`config.mk`:
```
export PLATFORM = sky130hd
export DESIGN_NAME = seq_normalizer_flat
export DESIGN_NICKNAME = d
export VERILOG_FILES = /design/src/rtl/seq_normalizer_if.sv /design/src/rtl/seq_normalizer.sv /design/src/flat_wrapper.sv
export SDC_FILE = /design/constraint.sdc
export NUM_CORES = 1
export LEC_CHECK = 0
export ABC_AREA = 1
export BUFFER_PORTS_ARGS = -buffer_cell sky130_fd_sc_hd__buf_2
export CAP_MARGIN = 0
export CORE_MARGIN = 4
export CORE_UTILIZATION = 55
export CTS_BUF_LIST = sky130_fd_sc_hd__clkbuf_2
export DETAILED_ROUTE_END_ITERATION = 8
export GPL_TIMING_DRIVEN = 0
export MAX_ROUTING_LAYER = met4
export PLACE_DENSITY = 0.82
export SLEW_MARGIN = 20
export SYNTH_ARGS = -nofsm -noshare
export SYNTH_HDL_FRONTEND = slang
export SYNTH_SLANG_ARGS = --single-unit
```
`constraint.sdc`:
```
create_clock -name clk -period 1.9 [get_ports clk]
set_clock_uncertainty 0.15 [all_clocks]
set_input_delay 0.19 -clock clk [delete_from_list [all_inputs] [get_ports clk]]
set_output_delay 0.19 -clock clk [all_outputs]
set_load 0.03 [all_outputs]
```
`src/rtl/seq_normalizer_if.sv`:
```
// Start/done handshake and result bus for seq_normalizer.
interface seq_normalizer_if #(
    parameter int unsigned W = 32
);
    localparam int unsigned CW = 5;

    logic          start;
    logic [W-1:0]  inp_norm;
    logic          busy;
    logic          done;
    logic [W-1:0]  out_norm;
    logic [CW-1:0] shamt;
    logic          zero;

    modport master (
        output start, inp_norm,
        input  busy, done, out_norm, shamt, zero
    );

    modport slave (
        input  start, inp_norm,
        output busy, done, out_norm, shamt, zero
    );
endinterface

```
`src/rtl/seq_normalizer.sv`:
```
// Multi-cycle left-normalizer: finds the leading-zero count and the operand shifted so its leading 1 sits at the MSB.
// Optional NORM_NIBBLE_EN: skip four zero bits per cycle while the top nibble is clear.
module seq_normalizer #(
    parameter int unsigned W = 32
) (
    input  logic                clk,
    input  logic                reset,
    seq_normalizer_if.slave     bus
);
    localparam int unsigned CW = 5;

    typedef enum logic [1:0] {
        IDLE  = 2'd0,
        SHIFT = 2'd1,
        DONE  = 2'd2
    } state_t;

    state_t        state, state_n;
    logic [W-1:0]  working, working_n;
    logic [CW-1:0] count, count_n;
    logic [W-1:0]  out_norm_q, out_norm_n;
    logic [CW-1:0] shamt_q, shamt_n;
    logic          zero_q, zero_n;
    logic          busy_q, done_q;

    // State register
    always_ff @(posedge clk) begin
        if (reset) begin
            state <= IDLE;
        end else begin
            state <= state_n;
        end
    end

    // Next-state and datapath update
    always_comb begin
        state_n    = state;
        working_n  = working;
        count_n    = count;
        out_norm_n = out_norm_q;
        shamt_n    = shamt_q;
        zero_n     = zero_q;

        case (state)
            IDLE, DONE: begin
                if (bus.start) begin
                    working_n = bus.inp_norm;
                    count_n   = '0;
                    if (bus.inp_norm == '0) begin
                        state_n    = DONE;
                        zero_n     = 1'b1;
                        shamt_n    = '0;
                        out_norm_n = '0;
                    end else begin
                        state_n = SHIFT;
                    end
                end else begin
                    state_n = IDLE;
                end
            end
            SHIFT: begin
`ifdef NORM_NIBBLE_EN
                if (working[W-1 -: 4] == 4'b0000) begin
                    working_n = working << 4;
                    count_n   = count + CW'(4);
                end else
`endif
                if (working[W-1]) begin
                    state_n    = DONE;
                    out_norm_n = working;
                    shamt_n    = count;
                    zero_n     = 1'b0;
                end else begin
                    working_n = working << 1;
                    count_n   = count + CW'(1);
                end
            end
            default: state_n = IDLE;
        endcase
    end

    // Datapath and registered status outputs
    always_ff @(posedge clk) begin
        if (reset) begin
            working    <= '0;
            count      <= '0;
            out_norm_q <= '0;
            shamt_q    <= '0;
            zero_q     <= 1'b0;
            busy_q     <= 1'b0;
            done_q     <= 1'b0;
        end else begin
            working    <= working_n;
            count      <= count_n;
            out_norm_q <= out_norm_n;
            shamt_q    <= shamt_n;
            zero_q     <= zero_n;
            busy_q     <= (state_n == SHIFT);
            done_q     <= (state_n == DONE);
        end
    end

    assign bus.busy     = busy_q;
    assign bus.done     = done_q;
    assign bus.out_norm = out_norm_q;
    assign bus.shamt    = shamt_q;
    assign bus.zero     = zero_q;
endmodule

```
`src/flat_wrapper.sv`:
```
// flat-port wrapper written by rule: the top's interface ports become plain ports
module seq_normalizer_flat 
#(
    parameter int unsigned W = 32
)
  (clk, reset, bus_start, bus_inp_norm, bus_busy, bus_done, bus_out_norm, bus_shamt, bus_zero);
  seq_normalizer_if #(.W(W)) bus_i ();
  input  logic clk;
  input  logic reset;
  input wire logic [$bits(bus_i.start)-1:0] bus_start;
  input wire logic [$bits(bus_i.inp_norm)-1:0] bus_inp_norm;
  output wire logic [$bits(bus_i.busy)-1:0] bus_busy;
  output wire logic [$bits(bus_i.done)-1:0] bus_done;
  output wire logic [$bits(bus_i.out_norm)-1:0] bus_out_norm;
  output wire logic [$bits(bus_i.shamt)-1:0] bus_shamt;
  output wire logic [$bits(bus_i.zero)-1:0] bus_zero;
  assign bus_i.start = bus_start;
  assign bus_i.inp_norm = bus_inp_norm;
  assign bus_busy = bus_i.busy;
  assign bus_done = bus_i.done;
  assign bus_out_norm = bus_i.out_norm;
  assign bus_shamt = bus_i.shamt;
  assign bus_zero = bus_i.zero;
  seq_normalizer #(.W(W)) u_core (.clk(clk), .reset(reset), .bus(bus_i));
endmodule
```
======== Yosys cells after proc, flatten, opt, wreduce, memory -nomap -nowiden ========
Index checks and enable logic that the tools add are counted.
storage, ports and cells
  bits in registers ....................... 79
  latch bits .............................. 0
  memory bits (writable) .................. 0
  output and inout bits ................... 40
  memory bits (read-only) ................. 0
  memories kept ........................... 0
  word-level logic and storage cells ...... 47
  input bits .............................. 35
operators by class
  reduce and logical (&&, ||, !) cells .... 7
  $mul .................................... 0
  divide/modulo/power cells ............... 0
  mux-type cells .......................... 22
  bitwise logic cells ..................... 0
  equality and inequality tests ........... 8
  $add $sub $neg .......................... 1
  order comparisons ....................... 0
  shift-type cells ........................ 0
operator list
  cell                 count
  $mux 32              5
  $pmux 32 s2          2
  $logic_not 32->1     1
  $mux 5               5
  $pmux 5 s2           2
  $mux 2               3
  $add 5x1->5 const B  1
  $eq 2x1->1 const B   2
  $eq 2x2->1 const B   2
  $ne 2x1->1 const B   2
  $ne 2x2->1 const B   2
  $pmux 2 s2           1
  $reduce_and 4->1     1
  $mux 1               3
  $reduce_and 3->1     1
  $logic_not 2->1      1
  $pmux 1 s2           1
  $reduce_and 2->1     1
  $reduce_bool 2->1    1
  $reduce_or 2->1      1

======== Logic depth before layout (Yosys ltp) ========
Gate-level depths: netlist of the first run.
  depth in word-level cells ............... 5
  depth in mapped cells ................... 11
  mapped depth without buffers ............ 11

======== Least setup slack after synthesis of the first run ========
OpenSTA, ideal clock, no wires.
  path type ............................... register to register
  start ................................... reg u_core.state[0]
  end ..................................... reg u_core.out_norm_q[17] (netlist: u_core.bus.out_norm[17])
  buffers on the path ..................... 2
  library setup time ...................... 132 ps
  slack ................................... 403 ps
  stages on the path, launching flop included .. 10
  data required time ...................... 1618 ps
  data arrival time ....................... 1215 ps
  period minus slack after synthesis ...... 1497 ps
  path through ............................ dfxtp_1 > nand2_2 > nor2_4 > inv_2 > o21ai_2 > nand2_2 > buf_6 > buf_6 > nand2_1 > a21oi_1
between the ends
  word-level cells in the longest chain between the ends .. 4
  elaborated cells between the ends (all ways) .. 10
  those cells by class .................... eq/ne: 5; mux: 1; reduce/logical: 4
RTL lines
  what                                                line                  RTL
  start: declaration                                  seq_normalizer.sv:18  state_t state, state_n;
  start signal: assignment                            seq_normalizer.sv:31  state <= state_n;
  $eq 2x2->1 or $logic_not 2->1 (tied branches)       seq_normalizer.sv:44  case (state)
  $reduce_or 2->1                                     seq_normalizer.sv:44
  $ne 2x1->1 (no line), or another cell as far along  --
  $reduce_and 4->1 (no line)                          --
  end signal: assignment                              seq_normalizer.sv:95  out_norm_q <= out_norm_n;
  end: declaration                                    seq_normalizer.sv:21  logic [W-1:0] out_norm_q, out_norm_n;
Several ways; a longest one is shown, not always the timed one.
A chain may end at the register's enable or synchronous reset.

======== Worst setup path after layout of the first run ========
  start ................................... in bus_inp_norm[5]
  end ..................................... reg u_core.out_norm_q[18] (netlist: u_core.bus.out_norm[18])
between the ends
  word-level cells in the longest chain between the ends .. 3
RTL lines
  what                        line                  RTL
  start: declaration          flat_wrapper.sv:11    input wire logic [$bits(bus_i.inp_norm)-1:0] bus_inp_norm;
  $logic_not 32->1            seq_normalizer.sv:49  if (bus.inp_norm == '0) begin
  $ne 2x1->1 (no line)        --
  $reduce_and 4->1 (no line)  --
No other way between the ends.

==> results_dict.tcl, run 1 <==
set metrics [dict create \
    run_status "completed" \
    r2r_slack_ns 0.19 \
    insertion_delay_ns 0.51 \
    tns_ns 0 \
    synth_flop_cell "dfxtp_1" \
    dieArea_sq_um 6790 \
    dr.pass1.iters 5 \
    core_sq_um 5240 \
    post-route-period-util_pct 90.7 \
    startpoint_type "input pin" \
    worst_setup_path_end_kind "flop" \
    drtAntennaViolNets 0 \
    cts_buffer_depth 2 \
    final_cells 581 \
    max_slew_margin_pct 68.1 \
    yosysTopAreaCellShare_pct 52.0 \
    core.rowCount 26 \
    crit_fanout 10 \
    ys_types 24 \
    ir_drop_mv 0.477 \
    syn_area_sq_um 3040 \
    powerDensity_nw_per_um2 781 \
    p_leak_uw 0.00160 \
    synth_common_cells "nand2_1, dfxtp_1, a21oi_1" \
    path_cells "dlygate4sd3_1 > buf_2 > nor2_1 > nand2_1 > nor2_1 > nand2_1 > o21ai_2 > nand2_2 > buf_6 > buf_6 > nand2_1 > a21oi_1" \
    max_clock_freq_ghz 0.580 \
    die_h_um 82.4 \
    yosysMostFrequentCell "nand2_1" \
    fin_nets 542 \
    cap_violations 0 \
    globalRouteTotalUtil_pct 25.6 \
    hold_viol 0 \
    critPathMaxStageDelay_ns 0.53 \
    arrival_ns 1.98 \
    p_seq_share_pct 58.0 \
    ys_top_cells_by_area "dfxtp_1, nand2_1, a21oi_1" \
    rsz0062_at_grt "no" \
    worst-path-buf-inv 4 \
    synth_top_cell_by_area "dfxtp_1" \
    post-place-cells 531 \
    intPower_uw 2210 \
    grt_overflow 0 \
    ys_warn_count 0 \
    crit_top_cell "nand2_1" \
    holdPathStages 5 \
    cts_htree_levels 3 \
    cts_tree "yes" \
    first_iter_violations 164 \
    die_x_um 82.4 \
    p_clk_share_pct 27.7 \
    cp_slowest_cell "dlygate4sd3_1" \
    route.detailed.drc 0 \
    drv_slew 0 \
    hold_ws_ns 0.0664 \
    synthArstFlopShare_pct 0 \
    dr_total_vias 3058 \
    start_util_pct 58.1 \
    min_to "u_core.working[30]" \
    crit_family "buffers and inverters" \
    cts.clk_slew.worst_paths_ns 0.19 \
    grt_pass1_vias 2952 \
    worst_pin_slew_ns 0.478 \
    crit_required_ns 2.15 \
    min-delay-start "bus_start" \
    p_sw_uw 864 \
    grt_max_degree 13 \
    grt_pass1_wl_mm 12.9 \
    r2r_cells 9 \
    portBuffers 73 \
    cts_root_buf "clkbuf_2" \
    synthCells 388 \
    setup_viol 0 \
    routabilityCongestion 0.876 \
    drive_gt1_share_pct 21.5 \
    cts_made_buffers 9 \
    swShare_pct 28.1 \
    hold_path.class "in -> reg" \
    n_antenna_cell 0 \
    postLayoutCoreUtil_pct 75.2 \
    r2r_end "u_core.bus.out_norm[18]" \
    hpwl_mm 5.37 \
    synthesis.nets 424 \
    cts_sinks 79 \
    ys_seq_area_share_pct 52.0 \
    synth_edf_count 0 \
    post-route-min-period_ns 1.72 \
    num_io_pins 75 \
    p_comb_share_pct 14.3 \
    area_growth_pct 29.4 \
    finalPower_uw 3080 \
    r2r_start "u_core.state[0]" \
    crit_type "in -> reg" \
    wl_mm 7.85 \
    wire_per_inst_um 13.5 \
    antenna_found_initial 0 \
    avgSynthCellArea_sq_um 7.85 \
    synth.ff_latch_count 79 \
    vias_per_cell 5.26 \
]
==> power groups by stage <==
stage,Clock (uW),Combinational [uW],Sequential (uW)
final,852,440,1790
after global routing,947,486,1800
after CTS,859,432,1780
after detailed placement,0,379,1820
after global placement,0,368,1820
after floorplan,0,232,1830
==> flip-flops by register name (all words and copies together) (netlist names) <==
signal	cells
u_core.state	2
u_core.bus.busy	1
u_core.bus.shamt	5
u_core.bus.out_norm	32
u_core.working	32
u_core.bus.zero	1
u_core.bus.done	1
u_core.count	5
==> cell type report <==
type	count	area, sq um
multi-input combinational	273	1310
sequential	79	1580
inverter	12	45.0
tap	70	87.6
buffer	24	114
clock buffer	11	55.1
clock inverter	5	48.8
timing repair buffer	107	703
fill	429	1300
==> tightest hold or removal path: stages <==
cell and delay, ns:
buf_2 0.11, inv_1 0.06, nor2_2 0.09, a22oi_1 0.18, a21oi_1 0.08
==> metrics by stage <==
step | cell area [sq um] | worst slack [ns]
6_report | 3940 | 0.177
5_1_grt | 3940 | 0.0474
4_1_cts | 3930 | 0.138
3_5_place_dp | 3500 | 0.155
3_3_place_gp | 3500 | 0.184
2_1_floorplan | 3040 | 0.403
==> worst max path at each step <==
stage	start	to	slack (ns)	depth (start not counted)
4_1_cts	u_core.state[0]	u_core.bus.out_norm[18]	0.14	9
6_report	bus_inp_norm[5]	u_core.bus.out_norm[18]	0.18	12
2_1_floorplan	u_core.state[0]	u_core.bus.out_norm[17]	0.40	9
3_3_place_gp	u_core.state[0]	u_core.bus.out_norm[17]	0.18	9
5_1_grt	u_core.state[0]	u_core.bus.out_norm[20]	0.05	9
3_5_place_dp	u_core.state[0]	u_core.bus.out_norm[17]	0.15	9
==> cell usage in the layout, fill, tap and decap left out, types with 4 or more instances in the layout <==
master	synthesis	routed
nor2_1	29	29
inv_1	9	9
clkbuf_2	0	12
nor3_1	4	4
dlygate4sd3_1	0	33
o21ai_0	4	4
buf_2	6	79
nand2_1	119	119
dfxtp_1	79	79
a21oi_1	71	71
clkbuf_1	13	12
a22oi_1	30	30
==> timing repair <==
| item | CTS | global route |
|---|---|---|
| setup buffers | 0 | 1 |
| endpoints found under the hold margin | 34 | 0 |
| resized for setup | 0 | 2 |
| hold buffers | 33 | 0 |
| setup endpoints to repair | 0 | 5 |
==> layer usage <==
| layer | GRT usage [%] | share of wire (%) | up-vias | wire length (um) |
|---|---|---|---|---|
| li1 | - | - | 1528 | - |
| met1 | 30.5 | 44 | 1404 | 3480 |
| met2 | 41.2 | 47 | 112 | 3710 |
| met3 | 6.51 | 6.5 | 14 | 511 |
| met4 | 10.6 | 1.9 | 0 | 149 |
| met5 | - | 0 | - | 0 |
==> cells by family (layout without fill, tap and decap cells) <==
logic type | Yosys count | in the layout | synth area share, %
xor gates and xnor gates | 1 | 1 | 0.288
AOI/OAI and AO/OA | 108 | 108 | 20.5
adders and majority gates | 1 | 1 | 0.411
buffers and inverters | 36 | 159 | 5.18
DFF | 79 | 79 | 52.0
and+or+nand+nor | 163 | 163 | 21.7
No activity file was read; power rests on OpenSTA's default activity.
==> inputs of run 2 (changes only) <==
--- a/config.mk
+++ b/config.mk
@@ -6,8 +6,9 @@
 export NUM_CORES = 1
 export LEC_CHECK = 0
 export ABC_AREA = 1
-export BUFFER_PORTS_ARGS = -buffer_cell sky130_fd_sc_hd__buf_2
+export BUFFER_PORTS_ARGS = -buffer_cell sky130_fd_sc_hd__buf_4
 export CAP_MARGIN = 0
+export CORE_ASPECT_RATIO = 0.5
 export CORE_MARGIN = 4
 export CORE_UTILIZATION = 55
 export CTS_BUF_LIST = sky130_fd_sc_hd__clkbuf_2
==> run 2 against run 1 <==
Net effect: design area up 4.7%; flip-flop and latch count unchanged; register-to-register slack worse by 0.09 ns; largest power group unchanged; largest cell class unchanged; sequential power about the same; first-iteration DRC count up 69%; worst setup slack worse by 0.075 ns; core utilization up 5.1 points; global-route usage down 0.74 points.
==> results_dict.tcl, run 2 (synthesized netlist as in run 1, its figures left out) <==
set metrics [dict create \
    wl_mm 8.14 \
    cts_htree_levels 3 \
    post-route-period-util_pct 94.6 \
    powerDensity_nw_per_um2 779 \
    hpwl_mm 5.63 \
    r2r_start "u_core.state[0]" \
    die_h_um 60.6 \
    hold_path.class "in -> reg" \
    seq_area_sq_um 1580 \
    start_util_pct 59.3 \
    cap_violations 0 \
    antenna_found_initial 0 \
    dr.pass1.iters 5 \
    first_iter_violations 277 \
    n_antenna_cell 0 \
    max_slew_margin_pct 65.2 \
    dr.max_layer_used "met4" \
    worst_pin_slew_ns 0.523 \
    cts_buffer_depth 2 \
    crit_type "reg -> reg" \
    startpoint_type "flop" \
    cp-startpoint "u_core.state[0]" \
    globalRouteTotalUtil_pct 24.9 \
    wire_per_inst_um 14.1 \
    met1Wirelength_mm 3.47 \
    area_growth_pct 35.6 \
    cts_made_buffers 9 \
    dieArea_sq_um 6860 \
    grt_pass1_wl_mm 13.1 \
    mostFrequentLayoutCell "nand2_1" \
    p_leak_uw 0.00161 \
    crit_required_ns 2.18 \
    route.detailed.drc 0 \
    max_clock_freq_ghz 0.556 \
    drtAntennaViolNets 0 \
    drv_slew 0 \
    grt_pass1_vias 2911 \
    ir_drop_mv 0.469 \
    vias_per_cell 5.40 \
    grt_max_degree 13 \
    die_x_um 113 \
    portBuffers 73 \
    final_cell_mix "nand2_1, dfxtp_1, buf_4" \
    postCtsSetupBuffers 0 \
    wl_met3_um 518 \
    cts_tree "yes" \
    core_sq_um 5130 \
    rsz0062_at_grt "no" \
    min-delay-start "reset" \
    post-route-min-period_ns 1.80 \
    cts.clk_slew.worst_paths_ns 0.19 \
    core.rowCount 18 \
    drive_gt1_share_pct 21.3 \
    met2_wirelength_mm 4.03 \
    num_io_pins 75 \
    hold_viol 0 \
    fillers 347 \
    grt_overflow 0 \
    arrival_ns 2.08 \
    postLayoutCoreUtil_pct 80.4 \
    tns_ns 0 \
    setup_viol 0 \
    crit_fanout 10 \
    cts_root_buf "clkbuf_2" \
    insertion_delay_ns 0.50 \
    cts_sinks 79 \
    routabilityCongestion 0.890 \
    run_status "completed" \
    worst_setup_path_end_kind "flop" \
    multiInputGateArea_sq_um 1310 \
    dr_total_vias 3120 \
    fin_nets 540 \
]
[run 2: worst max-delay path: stages, from the launching register on]
cell	delay (ns)
dfxtp_1	0.43
nand2_2	0.14
nor2_4	0.22
buf_1	0.41
nand2_1	0.19
a21oi_1	0.19
[run 2: area by class of cell]
class,instances,share of cell area (%)
Inverter,12,1.09
Clock buffer,10,1.21
Clock inverter,5,1.79
Timing Repair Buffer,105,21.0
Buffer,24,2.73
Sequential cell,79,38.3
Tap cell,70,2.12
Multi-Input combinational cell,273,31.7
[run 2: through the flow]
stage / cell area (sq um) / hold WS, ns / worst slack (ns) / total power (uW) / instances
6_report: 4130 / 0.0296 / 0.102 / 3220 / 578
5_1_grt: 4130 / 0.0136 / 0.00640 / 3380 / 578
4_1_cts: 4120 / 0.00215 / 0.117 / 3220 / 578
3_5_place_dp: 3680 / 0.294 / 0.148 / 2220 / 531
3_3_place_gp: 3680 / 0.284 / 0.194 / 2200 / 531
2_1_floorplan: 3040 / 0.189 / 0.403 / 2060 / 388
[run 2: report_power, final]
group | total, uW | leakage, uW | internal, uW | switching, uW
Clock | 964 | 0.0000792 | 426 | 538
Sequential | 1790 | 0.000643 | 1730 | 55.3
Combinational | 466 | 0.000892 | 201 | 265
Total | 3220 | 0.00161 | 2360 | 858
[run 2: path summary, 6_finish.rpt]
check | endpoint | slack [ns] | cells past startpoint
worst max register to register | u_core.bus.shamt[4] | 0.10 | 5
worst min register to register | u_core.bus.zero | 0.32 | 2
worst max-delay path | u_core.bus.shamt[4] | 0.10 | 5
worst min-delay path | u_core.state[0] | 0.03 | 2
[run 2: metal layers]
metal	track usage (%)	up-vias
met4	6.68	0
met1	29.4	1449
met2	43.8	130
met3	5.78	13
met5	-	-
li1	-	1528
[run 2: repair_timing]
| item | CTS | global route |
|---|---|---|
| gates resized for setup | 0 | 1 |
| endpoints found under the setup margin | 0 | 1 |
| hold buffers | 32 | 0 |
| hold endpoints to repair | 32 | 0 |
==> inputs of run 3 (changes only) <==
==> constraint.sdc (replaced) <==
create_clock -name clk -period 2.07 [get_ports clk]
set_clock_uncertainty 0.15 [all_clocks]
set_input_delay 0.207 -clock clk [delete_from_list [all_inputs] [get_ports clk]]
set_output_delay 0.207 -clock clk [all_outputs]
set_load 0.03 [all_outputs]
==> run 3 against run 2 <==
Net effect: clock power down 7.9%; wire length down 0.15%; non-clock buffer count unchanged; die area unchanged; power down 8.1%; critical endpoint is now u_core.bus.out_norm[17]; largest cell class unchanged.
==> results_dict.tcl, run 3 (synthesized netlist as in run 1, its figures left out) <==
set metrics [dict create \
    insertion_delay_ns 0.51 \
    dr.pass1.iters 5 \
    cts_root_buf "clkbuf_2" \
    holdPathStages 2 \
    startpoint_type "input pin" \
    arrival_ns 2.05 \
    p_comb_share_pct 14.4 \
    multiInputGateArea_sq_um 1310 \
    final_cells 578 \
    core.rowCount 18 \
    r2r_slack_ns 0.30 \
    mostFrequentLayoutCell "nand2_1" \
    drv_slew 0 \
    busiest_layer "met2" \
    seq_area_sq_um 1580 \
    wl_mm 8.13 \
    worst_setup_path_end_kind "flop" \
    post-route-min-period_ns 1.81 \
    hold_path.class "in -> reg" \
    final_cell_mix "nand2_1, dfxtp_1, buf_4" \
    antenna_found_initial 0 \
    p_clk_share_pct 30.1 \
    hold_viol 0 \
    fin_nets 540 \
    cts_made_buffers 9 \
    max_clock_freq_ghz 0.553 \
    post-route-period-util_pct 87.4 \
    drive_gt1_share_pct 21.1 \
    n_antenna_cell 0 \
    run_status "completed" \
    ir_drop_mv 0.431 \
    die_x_um 113 \
    ctsHoldBuffers 32 \
    p_sw_uw 790 \
    grt_max_degree 13 \
    p_seq_share_pct 55.5 \
    crit_fanout 10 \
    vias_per_cell 5.44 \
    setup_viol 0 \
    grt_pass1_vias 2911 \
    post-place-cells 531 \
    grt_use_met3_pct 5.78 \
    hpwl_mm 5.63 \
    portBuffers 73 \
    num_io_pins 75 \
    max_slew_margin_pct 66.0 \
    dr_total_vias 3143 \
    r2r_cells 5 \
    route.detailed.drc 0 \
    drtAntennaViolNets 0 \
    postCtsSetupBuffers 0 \
    dieArea_sq_um 6860 \
    cts.repair.resized 0 \
    swShare_pct 26.8 \
    cts_buffer_depth 2 \
    cap_violations 0 \
    crit_type "in -> reg" \
    cts_sinks 79 \
    grt_overflow 0 \
    p_leak_uw 0.00161 \
    first_iter_violations 251 \
    area_growth_pct 35.5 \
    cts_tree "yes" \
    wire_per_inst_um 14.1 \
    routabilityCongestion 0.890 \
    crit_required_ns 2.31 \
    grt_use_met1_pct 29.4 \
    globalRouteTotalUtil_pct 24.9 \
    tns_ns 0 \
    die_h_um 60.6 \
    fillers 346 \
    cts.clk_slew.worst_paths_ns 0.19 \
    powerDensity_nw_per_um2 716 \
    grtUsageMet2_pct 43.8 \
    rsz0062_at_grt "no" \
    start_util_pct 59.3 \
    worst_pin_slew_ns 0.511 \
    cts_htree_levels 3 \
    core_sq_um 5130 \
    intPower_uw 2160 \
    grt_pass1_wl_mm 13.1 \
]
[run 3: final timing paths]
path                                             start                      end
worst min-delay path                             reset          u_core.bus.busy
worst max register to register         u_core.state[0]      u_core.bus.shamt[4]
worst min register to register  u_core.bus.out_norm[2]   u_core.bus.out_norm[2]
worst max-delay path                   bus_inp_norm[7]  u_core.bus.out_norm[17]
[run 3: power groups by stage]
stage / clock network [uW] / registers (uW) / logic, uW
after floorplan: 0 / 1680 / 213
after global placement: 0 / 1670 / 357
after detailed placement: 0 / 1670 / 371
after CTS: 897 / 1640 / 421
after global routing: 983 / 1650 / 466
final: 888 / 1640 / 426
[run 3: metrics by stage]
step	total power (uW)	util (%)	cell area, sq um	setup slack, ns	hold WS (ns)
after floorplan	1890	-	3040	0.573	0.206
after global placement	2020	71.7	3680	0.347	0.284
after detailed placement	2040	71.7	3680	0.301	0.294
after CTS	2960	80.3	4120	0.287	0.0191
after global routing	3100	80.3	4120	0.150	0.0306
final	2950	80.3	4120	0.261	0.0478
[run 3: worst max-delay path, stage by stage]
cell and delay, ns:
dlygate4sd3_1 0.54, buf_4 0.14, nor2_1 0.09, nand2_1 0.06, nor2_1 0.17, nand2_1 0.12, o21ai_2 0.22, nand2_2 0.10
buf_6 0.15, buf_6 0.14, nand2_1 0.06, a21oi_1 0.06
[run 3: cell type report]
cell class,count,area share (%)
Buffer,24,2.73
Clock inverter,5,1.79
Sequential cell,79,38.3
Tap cell,70,2.12
Multi-Input combinational cell,273,31.6
Timing Repair Buffer,105,21.1
Clock buffer,10,1.21
Inverter,12,1.09
[run 3: per-layer routing]
layer | vias up | wire (um)
met1 | 1464 | 3430
li1 | 1531 | -
met4 | 0 | 93
met2 | 136 | 4030
met5 | - | 0
met3 | 12 | 582
